[src/rtl/magnitude_trend_monitor_pkg.sv]
// Shared definitions for the magnitude trend monitor: FSM state encoding
// and the width of the consecutive-sample run counter.
package magnitude_trend_monitor_pkg;

  localparam int RUN_W = 4;

  typedef enum logic [1:0] {
    ST_IDLE      = 2'd0,
    ST_ARMING    = 2'd1,
    ST_ALARM     = 2'd2,
    ST_RELEASING = 2'd3
  } state_t;

endpackage

[src/rtl/magnitude_trend_monitor_sat_counter.sv]
// Saturating up-counter with synchronous clear; holds at all-ones instead
// of wrapping.
module sat_counter #(
  parameter int W = 8
) (
  input  logic         clk,
  input  logic         rst_n,
  input  logic         clr,
  input  logic         inc,
  output logic [W-1:0] q
);

  // NOTE: sequential state uses non-blocking assignments so every flop
  // samples pre-edge values, independent of process evaluation order.
  always_ff @(posedge clk or negedge rst_n) begin
    if (!rst_n) begin
      q <= '0;
    end else if (clr) begin
      q <= '0;
    end else if (inc && (q != '1)) begin
      q <= q + 1'b1;
    end
  end

endmodule

[src/rtl/magnitude_trend_monitor.sv]
// Tallies comparator EQ/G/L outcomes and runs a hysteresis FSM that raises
// ALARM on a sustained A>B trend and drops it on a sustained A<B trend.
module magnitude_trend_monitor
  import magnitude_trend_monitor_pkg::*;
#(
  parameter int HOLD_CNT = 3,
  parameter int REL_CNT  = 2,
  parameter int CNT_W    = 8
) (
  input  logic             clk,
  input  logic             rst_n,
  input  logic             VALID,
  input  logic             EQ,
  input  logic             G,
  input  logic             L,
  input  logic             CLR,
  output logic             ALARM,
  output logic             ALARM_SET,
  output logic             ALARM_CLR,
  output logic [CNT_W-1:0] G_CNT,
  output logic [CNT_W-1:0] L_CNT,
  output logic [CNT_W-1:0] EQ_CNT,
  output logic             ERR,
  output logic [1:0]       STATE
);

  localparam logic [RUN_W-1:0] HOLD_RUN = RUN_W'(HOLD_CNT);
  localparam logic [RUN_W-1:0] REL_RUN  = RUN_W'(REL_CNT);

  logic one_hot;
  logic sample_ok;

  state_t           state_q, state_d;
  logic [RUN_W-1:0] run_q, run_d, run_inc;
  logic             alarm_q, alarm_d;
  logic             set_q, set_d;
  logic             clr_q, clr_d;
  logic             err_q;

  assign one_hot   = $onehot({EQ, G, L});
  // CLR outranks VALID, so a sample in a clearing cycle is dropped entirely.
  assign sample_ok = VALID && one_hot && !CLR;
  assign run_inc   = run_q + 1'b1;

  sat_counter #(.W(CNT_W)) u_g_cnt (
    .clk(clk), .rst_n(rst_n), .clr(CLR), .inc(sample_ok && G), .q(G_CNT)
  );

  sat_counter #(.W(CNT_W)) u_l_cnt (
    .clk(clk), .rst_n(rst_n), .clr(CLR), .inc(sample_ok && L), .q(L_CNT)
  );

  sat_counter #(.W(CNT_W)) u_eq_cnt (
    .clk(clk), .rst_n(rst_n), .clr(CLR), .inc(sample_ok && EQ), .q(EQ_CNT)
  );

  // NOTE: every always_comb output gets a default first so no path leaves a
  // signal unassigned, which would otherwise infer a latch.
  always_comb begin
    state_d = state_q;
    run_d   = run_q;
    if (CLR) begin
      state_d = ST_IDLE;
      run_d   = '0;
    end else if (sample_ok) begin
      unique case (state_q)
        ST_IDLE: begin
          if (G) begin
            state_d = (HOLD_CNT == 1) ? ST_ALARM : ST_ARMING;
            run_d   = (HOLD_CNT == 1) ? '0 : RUN_W'(1);
          end
        end
        ST_ARMING: begin
          if (G) begin
            state_d = (run_inc == HOLD_RUN) ? ST_ALARM : ST_ARMING;
            run_d   = (run_inc == HOLD_RUN) ? '0 : run_inc;
          end else begin
            state_d = ST_IDLE;
            run_d   = '0;
          end
        end
        ST_ALARM: begin
          if (L) begin
            state_d = (REL_CNT == 1) ? ST_IDLE : ST_RELEASING;
            run_d   = (REL_CNT == 1) ? '0 : RUN_W'(1);
          end
        end
        ST_RELEASING: begin
          if (L) begin
            state_d = (run_inc == REL_RUN) ? ST_IDLE : ST_RELEASING;
            run_d   = (run_inc == REL_RUN) ? '0 : run_inc;
          end else if (G) begin
            state_d = ST_ALARM;
            run_d   = '0;
          end
        end
        default: begin
          state_d = ST_IDLE;
          run_d   = '0;
        end
      endcase
    end

    alarm_d = (state_d == ST_ALARM) || (state_d == ST_RELEASING);
    // RELEASING->ALARM is excluded: ALARM never dropped, so there is no rise.
    set_d   = !CLR && ((state_q == ST_IDLE) || (state_q == ST_ARMING))
              && (state_d == ST_ALARM);
    clr_d   = !CLR && ((state_q == ST_ALARM) || (state_q == ST_RELEASING))
              && (state_d == ST_IDLE);
  end

  always_ff @(posedge clk or negedge rst_n) begin
    if (!rst_n) begin
      state_q <= ST_IDLE;
      run_q   <= '0;
      alarm_q <= 1'b0;
      set_q   <= 1'b0;
      clr_q   <= 1'b0;
    end else begin
      state_q <= state_d;
      run_q   <= run_d;
      alarm_q <= alarm_d;
      set_q   <= set_d;
      clr_q   <= clr_d;
    end
  end

  always_ff @(posedge clk or negedge rst_n) begin
    if (!rst_n) begin
      err_q <= 1'b0;
    end else if (CLR) begin
      err_q <= 1'b0;
    end else if (VALID && !one_hot) begin
      err_q <= 1'b1;
    end
  end

  assign ALARM     = alarm_q;
  assign ALARM_SET = set_q;
  assign ALARM_CLR = clr_q;
  assign ERR       = err_q;
  assign STATE     = state_q;

endmodule

[config.mk]
export PLATFORM = sky130hd
export DESIGN_NAME = magnitude_trend_monitor
export DESIGN_NICKNAME = d
export VERILOG_FILES = /design/src/rtl/magnitude_trend_monitor_pkg.sv /design/src/rtl/magnitude_trend_monitor_sat_counter.sv /design/src/rtl/magnitude_trend_monitor.sv
export SDC_FILE = /design/constraint.sdc
export NUM_CORES = 1
export LEC_CHECK = 0
export BUFFER_PORTS_ARGS = -buffer_cell sky130_fd_sc_hd__buf_2
export CORE_UTILIZATION = 32
export CTS_BUF_LIST = sky130_fd_sc_hd__clkbuf_8
export CTS_CLUSTER_SIZE = 25
export DETAILED_ROUTE_END_ITERATION = 10
export SLEW_MARGIN = 20
export SYNTH_ARGS = -nofsm -noshare
export SYNTH_HDL_FRONTEND = slang
export SYNTH_SLANG_ARGS = --single-unit
[constraint.sdc]
create_clock -name clk -period 3.3 [get_ports clk]
set_input_delay 0.165 -clock clk [delete_from_list [all_inputs] [get_ports clk]]
set_output_delay 0.165 -clock clk [all_outputs]
set_load 0.01 [all_outputs]
# Yosys cells after proc, flatten, opt, wreduce, memory -nomap -nowiden
# Cells that the tools add are included.
# totals
mem_count	0
reg_bits	34
ram_bits	0
latch_bits	0
romBits	0
output_inout_bits	30
# op_classes
n_reduce_logical	26
n_div	0
addsub	6
muxes	28
n_bitwise	0
multipliers	0
n_eq_ne	14
n_shift	0
n_lt_le_gt_ge	0
# op_table
op	count
8-bit 2-to-1 mux	6
4-bit 2-to-1 mux	9
8-bit by 1-bit adder with 8-bit output, second input constant	3
8-bit inequality test, second input constant	3
2-bit 2-to-1 mux	9
4-bit one-hot mux with 4 select lines	1
1-bit logical AND	13
2-bit nonzero test	5
2-bit == test, second input constant	4
4-bit by 2-bit == test with 1-bit output, second input constant	2
2-bit one-hot mux with 4 select lines	1
3-bit inequality test, second input constant	2
4-bit by 1-bit adder with 4-bit output, second input constant	1
2-bit by 1-bit == test with 1-bit output, second input constant	2
2-bit zero test	2
4-bit inequality test, second input constant	1
4-bit AND reduction	1
1-bit logical OR	3
1-bit by 1-bit adder with 2-bit output	1
2-bit by 1-bit adder with 2-bit output	1
1-bit zero test	2
1-bit 2-to-1 mux	2

# Longest topological paths before layout
# Gate-level depths: netlist of run 1.
# logic_depth
word_depth	9
mapped_depth	9

# Cells and area by module
# From an unflattened synthesis of run 1, not the netlist that was laid out.
# unflattened
hier_cells	220
area_unflattened_um2	2137.0
# modules_own_cells
mod	instances	seq_area_each_um2	cells_per_inst	area_each_um2
sat_counter	3	200.2	49	464.2
magnitude_trend_monitor	1	250.2	73	744.5

# Least setup slack after synthesis of run 1
# Ideal clock, no wire load.
# synth_path
path_kind	input to register
from	in L
to	reg u_g_cnt.q[5]
required_ns	3.222
setup_time_ns	0.078
arrival_ns	2.037
stages	8
path_buffers	2
path_slack_ns	1.185
cell_sequence	clkbuf_2 -> inv_1 -> fa_1 -> and4bb_1 -> buf_6 -> o311ai_4 -> or4_1 -> a21oi_1
# synth_between
elab_chain_cells	8
# synth_rtl
item	line	rtl
from (decl)	magnitude_trend_monitor.sv:15	input logic L,
1-bit by 1-bit adder with 2-bit output (not written as such)	magnitude_trend_monitor.sv:40	assign one_hot = $onehot({EQ, G, L});
2-bit by 1-bit adder with 2-bit output (not written as such)	magnitude_trend_monitor.sv:40	
2-bit by 1-bit == test with 1-bit output	magnitude_trend_monitor.sv:40	
1-bit logical AND (2 in series)	magnitude_trend_monitor.sv:42	assign sample_ok = VALID && one_hot && !CLR;
1-bit logical AND	magnitude_trend_monitor.sv:46	.clk(clk), .rst_n(rst_n), .clr(CLR), .inc(sample_ok && G), .q(G_CNT)
1-bit logical AND	magnitude_trend_monitor_sat_counter.sv:20	end else if (inc && (q != '1)) begin
2-bit nonzero test (no source line)	--	
to (signal assigned)	magnitude_trend_monitor_sat_counter.sv:21	q <= q + 1'b1;
to (decl)	magnitude_trend_monitor_sat_counter.sv:10	output logic [W-1:0] q
# No other way between the ends.
# A chain may end at the register's enable or synchronous reset.

# Worst setup path in the final report of run 1
# layout_path
from	in G
to	reg u_g_cnt.q[7]
# layout_between
elab_chain_cells	8
# layout_rtl
item	line	rtl
from (decl)	magnitude_trend_monitor.sv:14	input logic G,
1-bit by 1-bit adder with 2-bit output (not written as such)	magnitude_trend_monitor.sv:40	
2-bit by 1-bit adder with 2-bit output (not written as such)	magnitude_trend_monitor.sv:40	
2-bit by 1-bit == test with 1-bit output	magnitude_trend_monitor.sv:40	
1-bit logical AND (2 in series)	magnitude_trend_monitor.sv:42	
1-bit logical AND *	magnitude_trend_monitor.sv:46	
1-bit logical AND *	magnitude_trend_monitor_sat_counter.sv:20	
2-bit nonzero test (no source line) *	--	
# Mark *: on every way between the ends. The rest lies on a longest branch, timed or not.

==> results of run 1 <==
-- final timing paths --
path                                                   to  slack, ps  depth (start not counted)
worst max-delay path             u_g_cnt.q[7]$_DFFE_PN0P_        960                          7
worst min-delay path                      ERR$_DFFE_PN0P_        190                          3
worst max register to register            ALARM$_DFF_PN0_       1330                          5
worst min register to register  u_eq_cnt.q[7]$_DFFE_PN0P_        520                          1
max in group asynchronous        u_g_cnt.q[2]$_DFFE_PN0P_       2330                          2
min in group asynchronous        u_l_cnt.q[2]$_DFFE_PN0P_        480                          2
-- per-layer routing --
| metal | vias to the layer above | GRT usage [%] | share of wire, % |
|---|---|---|---|
| met4 | 0 | 5.36 | 1.4 |
| met5 | - | 0 | 0 |
| met2 | 39 | 24.7 | 46 |
| met3 | 6 | 4.38 | 4.5 |
| met1 | 858 | 20.1 | 48 |
| li1 | 867 | - | - |
-- critical path, stage by stage --
cell and delay, ps:
sky130_fd_sc_hd__buf_2 170, sky130_fd_sc_hd__inv_1 100, sky130_fd_sc_hd__fa_1 540, sky130_fd_sc_hd__and4bb_1 590
sky130_fd_sc_hd__o311ai_4 280, sky130_fd_sc_hd__or4_1 550, sky130_fd_sc_hd__a21oi_1 160
-- layout by cell type, fill, tap and decap left out, types with 6 or more instances in the layout --
cell and instances:
sky130_fd_sc_hd__a21oi_1 12, sky130_fd_sc_hd__and3_1 7, sky130_fd_sc_hd__buf_2 36, sky130_fd_sc_hd__dfrtp_1 34, sky130_fd_sc_hd__ha_1 6, sky130_fd_sc_hd__inv_1 13
sky130_fd_sc_hd__nand2_1 17, sky130_fd_sc_hd__nand3_1 15, sky130_fd_sc_hd__nor2_1 11, sky130_fd_sc_hd__o21ai_0 12, sky130_fd_sc_hd__or3_1 7
-- power by group through the flow --
stage	logic, mW	clock network [mW]	registers, mW
global route	0.0731	0.329	0.427
detailed placement	0.0641	0	0.435
finish	0.0635	0.295	0.427
global placement	0.0629	0	0.434
CTS	0.0653	0.307	0.426
floorplan	0.0400	0	0.434
-- registers in the layout, summed over array words and instances, names as in the netlist --
| register | count |
|---|---|
| u_g_cnt.q | 8 |
| ALARM_CLR | 1 |
| ERR | 1 |
| STATE | 2 |
| run_q | 4 |
| u_eq_cnt.q | 8 |
| ALARM_SET | 1 |
| u_l_cnt.q | 8 |
| ALARM | 1 |
-- metrics by stage --
stage	std cells	power, mW
5_1_grt	319	0.830
3_3_place_gp	311	0.497
2_1_floorplan	210	0.474
3_5_place_dp	311	0.499
4_1_cts	319	0.799
6_report	319	0.785
-- final cells by class --
| cell class | instances | area, um2 |
|---|---|---|
| multi-input cells | 154 | 1030 |
| clock buffers | 5 | 68.8 |
| inverters | 12 | 45.0 |
| flip-flops and latches | 34 | 851 |
| fillers | 613 | 3660 |
| repair buffers | 37 | 190 |
| well taps | 75 | 93.8 |
| clock inverters | 2 | 11.3 |
-- cells by family (layout without fill, tap and decap cells) --
| kind of cell | after synthesis | after routing | synth area share (%) |
|---|---|---|---|
| simple gates | 86 | 86 | 23.9 |
| compound gates | 55 | 55 | 20.5 |
| flops | 34 | 34 | 42.8 |
| buf+inv | 22 | 56 | 5.10 |
| fa+ha+maj | 7 | 7 | 4.79 |
| xor+xnor | 4 | 4 | 1.76 |
| mux | 2 | 2 | 1.07 |
-- what timing repair did --
item,in CTS,in global routing
endpoints found under the hold margin,34,0
setup buffers,0,0
hold buffers,1,0
==> results.md, run 1 <==
| Group | Parameter | Value |
|:---|:---|:---|
| place | GPL Wtd Cong | 0.782 |
| finish | Layout cell share with drive strength beyond 1 | 18.9% |
| global routing | All-layer global routing usage | 15.5% |
| sta | Transition at the pin with the smallest max-transition slack | 771 ps |
| finish | Number of nets in the layout | 258 |
| sta | Rel. slew slack | 48.6% |
| synth | Top-count cell post-synth | sky130_fd_sc_hd__dfrtp_1 |
| power and ir drop | Comb power frac | 8.1% |
| critical path | Launch point of the worst path | G |
| synth | Area share of the leading cell type in the synthesized netlist | 42.8% |
| global routing | First-pass GRT wire length | 7640 um |
| global routing | Maximum number of pins on one net before global-route repair | 35 |
| synth | Number of nets produced by synthesis | 224 |
| synth | Post-synthesis cell type count | 48 |
| synth | Post-Synthesis Mean Instance Area | 9.46 um2 |
| finish | Antenna Cells | 0 |
| critical path | Crit path kind | in -> reg |
| cts | CTS clock-pin slew for the worst setup and hold paths | 70 ps |
| detailed routing | Routed len/inst | 14.4 um |
| sta | Final number of setup-violating endpoints | 0 |
| synth | Cell area after synthesis | 1990 um2 |
| status | Result of the run | completed |
| critical path | Worst r2r src | run_q[0]$_DFFE_PN0P_ |
| place | Cell area reported after detailed placement | 2200 um2 |
| power and ir drop | Portion of total power attributed to sequential cells | 54.3% |
| critical path | Critical-path maximum fanout | 13 |
| synth | Synth area leaders | sky130_fd_sc_hd__dfrtp_1 (43%), sky130_fd_sc_hd__ha_1 (3.8%), sky130_fd_sc_hd__nand3_1 (3.8%) |
| detailed routing | Final wirelength | 4600 um |
| global routing | Overflow left after global routing | 0 |
| power and ir drop | Switching power of the nets | 0.202 mW |
| synth | FFs w/ async S/R, synth | 100% |
| sta | Hold Slack | 189 ps |
| floorplan | X dimension of the die | 80.8 um |
| sta | TNS Setup | 0 ps |
| synth | Dominant synthesized flop cell | sky130_fd_sc_hd__dfrtp_1 |
| cts | TritonCTS Buffers | 5 |
| cts | Clock latency reported for the late side of the worst-skew pair | 290 ps |
| detailed routing | Remaining number of nets flagged by the antenna check after routing | 0 |
| cts | Clock sink count | 34 |
| place | Placement Setup Slack | 648 ps |
| place | Number of I/O port buffers | 36 |
| cts | H-Tree Depth | 2 |
| sta | Shortest period the worst path allows | 2340 ps |
| cts | Clock tree root driver cell | sky130_fd_sc_hd__clkbuf_8 |
| cts | Clock Path Buffers | 2 |
| sta | Worst-case setup margin in the final layout | 955 ps |
| cts | CTS tree | built |
| power and ir drop | Sw Share | 25.7% |
| finish | Final core utilization | 38.5% |
| global routing | Vias in the first global route | 1576 |
| detailed routing | Vias per Instance | 5.55 |
| detailed routing | First drt pass iteration count | 4 |
| floorplan | Die outline height | 80.8 um |
| place | Placed wire-length estimate | 3220 um |
| synth | Commonest cells in the synthesized netlist | sky130_fd_sc_hd__dfrtp_1 (34), sky130_fd_sc_hd__nand2_1 (17), sky130_fd_sc_hd__nand3_1 (15) |
| synth | Synth Register Bits | 34 |
| synth | Dominant cell type by area after synthesis | sky130_fd_sc_hd__dfrtp_1 |
| sta | Setup repair after global routing missed its margin | false |
| floorplan | Die outline area | 6530 um2 |
| global routing | Initial antenna violation count | 0 |
| sta | Clock skew after layout | 3.83 ps |
| floorplan | IO Count | 37 |
| run | Number of max-cap violations | 0 |
| cts | Number of gates resized after CTS | 0 |
| sta | Achievable frequency | 0.426 GHz |
| synth | Number of enable-type register cells in the synthesized netlist | 0 |
| finish | Post-route cell area | 2290 um2 |
| floorplan | Core footprint | 5960 um2 |
| power and ir drop | Pwr dens | 342 nW/um2 |
| power and ir drop | Internal power component | 0.584 mW |
| power and ir drop | P_leak | 1.04 nW |
| floorplan | Row Count | 28 |
| floorplan | Effective utilization at floorplan | 33.4% |
| hold path | Hold wc startpoint | VALID |
| critical path | Data required time of the worst path | 3510 ps |
| critical path | Kind of launch point of the worst setup path | input pin |
| detailed routing | Detailed-route via count | 1770 |
| power and ir drop | Maximum ir drop on the vdd rail | 0.138 mV |
| synth | Syn. warnings | 0 |
| synth | Seq/Total Area, Yosys | 42.8% |
| sta | Share of the clock period used by the worst path after layout | 71.1% |
| detailed routing | DRC violations left | 0 |
| critical path | Data arrival time at the worst-slack endpoint | 2560 ps |
| finish | Synthesis-to-finish area growth | 15.5% |
| detailed routing | 1st-iter DRT viols | 99 |
| hold path | Worst hold-check path type | in -> reg |
| power and ir drop | Portion of total power attributed to the clock network | 37.6% |
| sta | Final hold viol count | 0 |
| critical path | Crit path capture type | register |
| sta | Slew Viols, Final | 0 |
| synth | Synthesized instance count | 210 |
Note: power is estimated with default switching activity, not from simulation.
==> run 2: changes to the inputs <==
clock period = 2.3 ns   (was 3.3 ns; I/O delays follow)
==> run 2 against run 1 <==
Net effect: sequential share of layout area fell by 1.8 points; final area grew 5.0%; global-route usage up 0.95 points; highest routed layer unchanged; setup slack got worse by 610 ps; worst hold slack got worse by 69 ps; clock power rose by 140%; register-to-register slack got worse by 920 ps; clock skew is essentially flat.
==> results.md, run 2 (synthesis gave the netlist of run 1 again) <==
| Group | Parameter | Value | Delta |
|:---|:---|:---|:---|
| detailed routing | Routed len/inst | 14.6 um | was 14.4 um |
| cts | Clock tree root driver cell | sky130_fd_sc_hd__clkbuf_8 | unchanged |
| global routing | Initial antenna violation count | 0 | unchanged |
| sta | Final hold viol count | 0 | unchanged |
| hold path | End point of the worst hold path | ERR$_DFFE_PN0P_ | unchanged |
| critical path | Data required time of the worst path | 2520 ps | was 3510 ps |
| hold path | Worst hold-check path type | in -> reg | unchanged |
| detailed routing | First drt pass iteration count | 4 | unchanged |
| sta | Achievable frequency | 0.512 GHz |  |
| sta | TNS Setup | 0 ps | unchanged |
| sta | Shortest period the worst path allows | 1950 ps |  |
| power and ir drop | Maximum ir drop on the vdd rail | 0.311 mV | was 0.138 mV |
| critical path | End of the worst register-to-register path | ALARM$_DFF_PN0_ | unchanged |
| critical path | Data arrival time at the worst-slack endpoint | 2170 ps | was 2560 ps |
| finish | Layout cell share with drive strength beyond 1 | 21.8% | was 18.9% |
| finish | Antenna Cells | 0 | unchanged |
| critical path | Crit path capture type | register | unchanged |
| critical path | Critical-path maximum fanout | 16 | was 13 |
| finish | Synthesis-to-finish area growth | 21.3% | was 15.5% |
| sta | Clock skew after layout | 3.82 ps | was 3.83 ps |
| place | GPL Wtd Cong | 0.779 | was 0.782 |
| hold path | Number of cells on the worst hold path | 3 | unchanged |
| place | Number of I/O port buffers | 36 | unchanged |
| status | Result of the run | completed | unchanged |
| global routing | Overflow left after global routing | 0 | unchanged |
| finish | Commonest non-fill, non-tap cell in the layout | sky130_fd_sc_hd__buf_2 | unchanged |
| detailed routing | Final wirelength | 4770 um | was 4600 um |
| detailed routing | 1st-iter DRT viols | 107 | was 99 |
| floorplan | Effective utilization at floorplan | 33.4% | unchanged |
| global routing | All-layer global routing usage | 16.5% | was 15.5% |
| detailed routing | Detailed-route via count | 1764 | was 1770 |
| power and ir drop | Switching power of the nets | 0.303 mW | was 0.202 mW |
| cts | TritonCTS Buffers | 5 | unchanged |
| power and ir drop | Portion of total power attributed to sequential cells | 43.5% | was 54.3% |
| floorplan | Die outline area | 6530 um2 | unchanged |
| floorplan | X dimension of the die | 80.8 um | unchanged |
| floorplan | Row Count | 28 | unchanged |
| power and ir drop | P_leak | 1.11 nW | was 1.04 nW |
| global routing | First-pass GRT wire length | 8160 um | was 7640 um |
| cts | Clock sink count | 34 | unchanged |
| finish | Most frequent cells in the layout | sky130_fd_sc_hd__buf_2 (36), sky130_fd_sc_hd__dfrtp_1 (34), sky130_fd_sc_hd__nand2_1 (17) | unchanged |
| cts | Clock latency reported for the late side of the worst-skew pair | 290 ps | about the same |
| sta | Share of the clock period used by the worst path after layout | 84.9% |  |
| sta | Final number of setup-violating endpoints | 0 | unchanged |
| critical path | Crit path kind | in -> reg | unchanged |
| sta | Worst-case setup margin in the final layout | 347 ps | was 955 ps |
| finish | Post-route cell area | 2410 um2 | was 2290 um2 |
| critical path | Kind of launch point of the worst setup path | input pin | unchanged |
| floorplan | Core footprint | 5960 um2 | unchanged |
| critical path | Worst r2r src | run_q[0]$_DFFE_PN0P_ | unchanged |
| floorplan | Die outline height | 80.8 um | unchanged |
| global routing | Maximum number of pins on one net before global-route repair | 35 | unchanged |
| cts | H-Tree Depth | 2 | unchanged |
| power and ir drop | Portion of total power attributed to the clock network | 49.4% | was 37.6% |
| detailed routing | DRC violations left | 0 | unchanged |
| sta | Hold Slack | 120 ps | was 189 ps |
| sta | Slew Viols, Final | 0 | unchanged |
| finish | Final core utilization | 40.5% | was 38.5% |
| place | Cell area reported after detailed placement | 2260 um2 | was 2200 um2 |
| floorplan | IO Count | 37 | unchanged |
| place | Placement Setup Slack | 76.4 ps | was 648 ps |
| power and ir drop | Internal power component | 1.10 mW | was 0.584 mW |
| cts | Clock Path Buffers | 2 | unchanged |
| detailed routing | Remaining number of nets flagged by the antenna check after routing | 0 | unchanged |
| sta | Transition at the pin with the smallest max-transition slack | 803 ps | was 771 ps |
| finish | Largest registers ranked by flip-flop count | u_eq_cnt.q (8), u_g_cnt.q (8), u_l_cnt.q (8) | unchanged |
| power and ir drop | Pwr dens | 584 nW/um2 | was 342 nW/um2 |
| finish | Number of nets in the layout | 265 | was 258 |
| cts | Buffer count from post-CTS setup fixing | 0 | unchanged |
| hold path | Hold wc startpoint | VALID | unchanged |
| sta | Rel. slew slack | 46.5% | was 48.6% |
| cts | CTS clock-pin slew for the worst setup and hold paths | 80 ps | was 70 ps |
| cts | CTS tree | built | unchanged |
| place | Placed wire-length estimate | 3260 um | was 3220 um |
| power and ir drop | Comb power frac | 7.1% | was 8.1% |
| sta | Setup repair after global routing missed its margin | false | unchanged |
| run | Number of max-cap violations | 0 | unchanged |
| power and ir drop | Sw Share | 21.6% | was 25.7% |
| critical path | Worst reg-to-reg setup slack | 410 ps | was 1330 ps |
| global routing | Vias in the first global route | 1713 | was 1576 |
| critical path | FF-to-FF path depth | 5 | unchanged |
| detailed routing | Vias per Instance | 5.39 | was 5.55 |
[run 2: cell type report]
class / count / area, um2
multi-input cells: 154 / 1030
well taps: 75 / 93.8
clock inverters: 2 / 60.1
inverters: 12 / 45.0
clock buffers: 6 / 82.6
repair buffers: 44 / 243
fillers: 612 / 3550
flip-flops and latches: 34 / 851
[run 2: power groups by stage]
stage	clock [mW]	combinational, mW	sequential (mW)
2_1_floorplan	0	0.0574	0.623
3_3_place_gp	0	0.0984	0.623
3_5_place_dp	0	0.0998	0.623
4_1_cts	0.709	0.102	0.612
5_1_grt	0.731	0.114	0.613
6_report	0.694	0.100	0.612
[run 2: how the worst max path moves through the flow]
stage | slack, ps | endpoint | start | cells after the start
after floorplan | 240 | u_g_cnt.q[5]$_DFFE_PN0P_ | L | 8
after detailed placement | 80 | u_eq_cnt.q[5]$_DFFE_PN0P_ | L | 7
after global routing | 170 | u_eq_cnt.q[5]$_DFFE_PN0P_ | L | 7
after CTS | 370 | u_eq_cnt.q[5]$_DFFE_PN0P_ | L | 7
final | 350 | u_eq_cnt.q[5]$_DFFE_PN0P_ | G | 7
after global placement | 110 | u_eq_cnt.q[5]$_DFFE_PN0P_ | G | 7
[run 2: metal layers]
metal / vias up / GRT usage [%] / wire (um)
li1: 874 / - / -
met1: 839 / 21.7 / 2240
met2: 45 / 25.0 / 2210
met3: 6 / 4.72 / 260
met4: 0 / 7.32 / 52
met5: - / 0 / 0
[run 2: repair_timing]
item	in CTS	in global routing
hold endpoints to repair	34	0
resized for setup	0	0
hold buffers	1	0
[run 2: critical path, stage by stage]
cell and delay, ps:
sky130_fd_sc_hd__buf_2 90, sky130_fd_sc_hd__inv_1 70, sky130_fd_sc_hd__fa_1 530, sky130_fd_sc_hd__and4bb_1 450, sky130_fd_sc_hd__o311ai_4 250, sky130_fd_sc_hd__or4_1 510
sky130_fd_sc_hd__a21oi_1 150
[run 2: metrics by stage]
stage	power, mW	instances
after CTS	1.42	327
after floorplan	0.680	210
final	1.41	327
after global placement	0.722	318
after global routing	1.46	327
after detailed placement	0.723	318
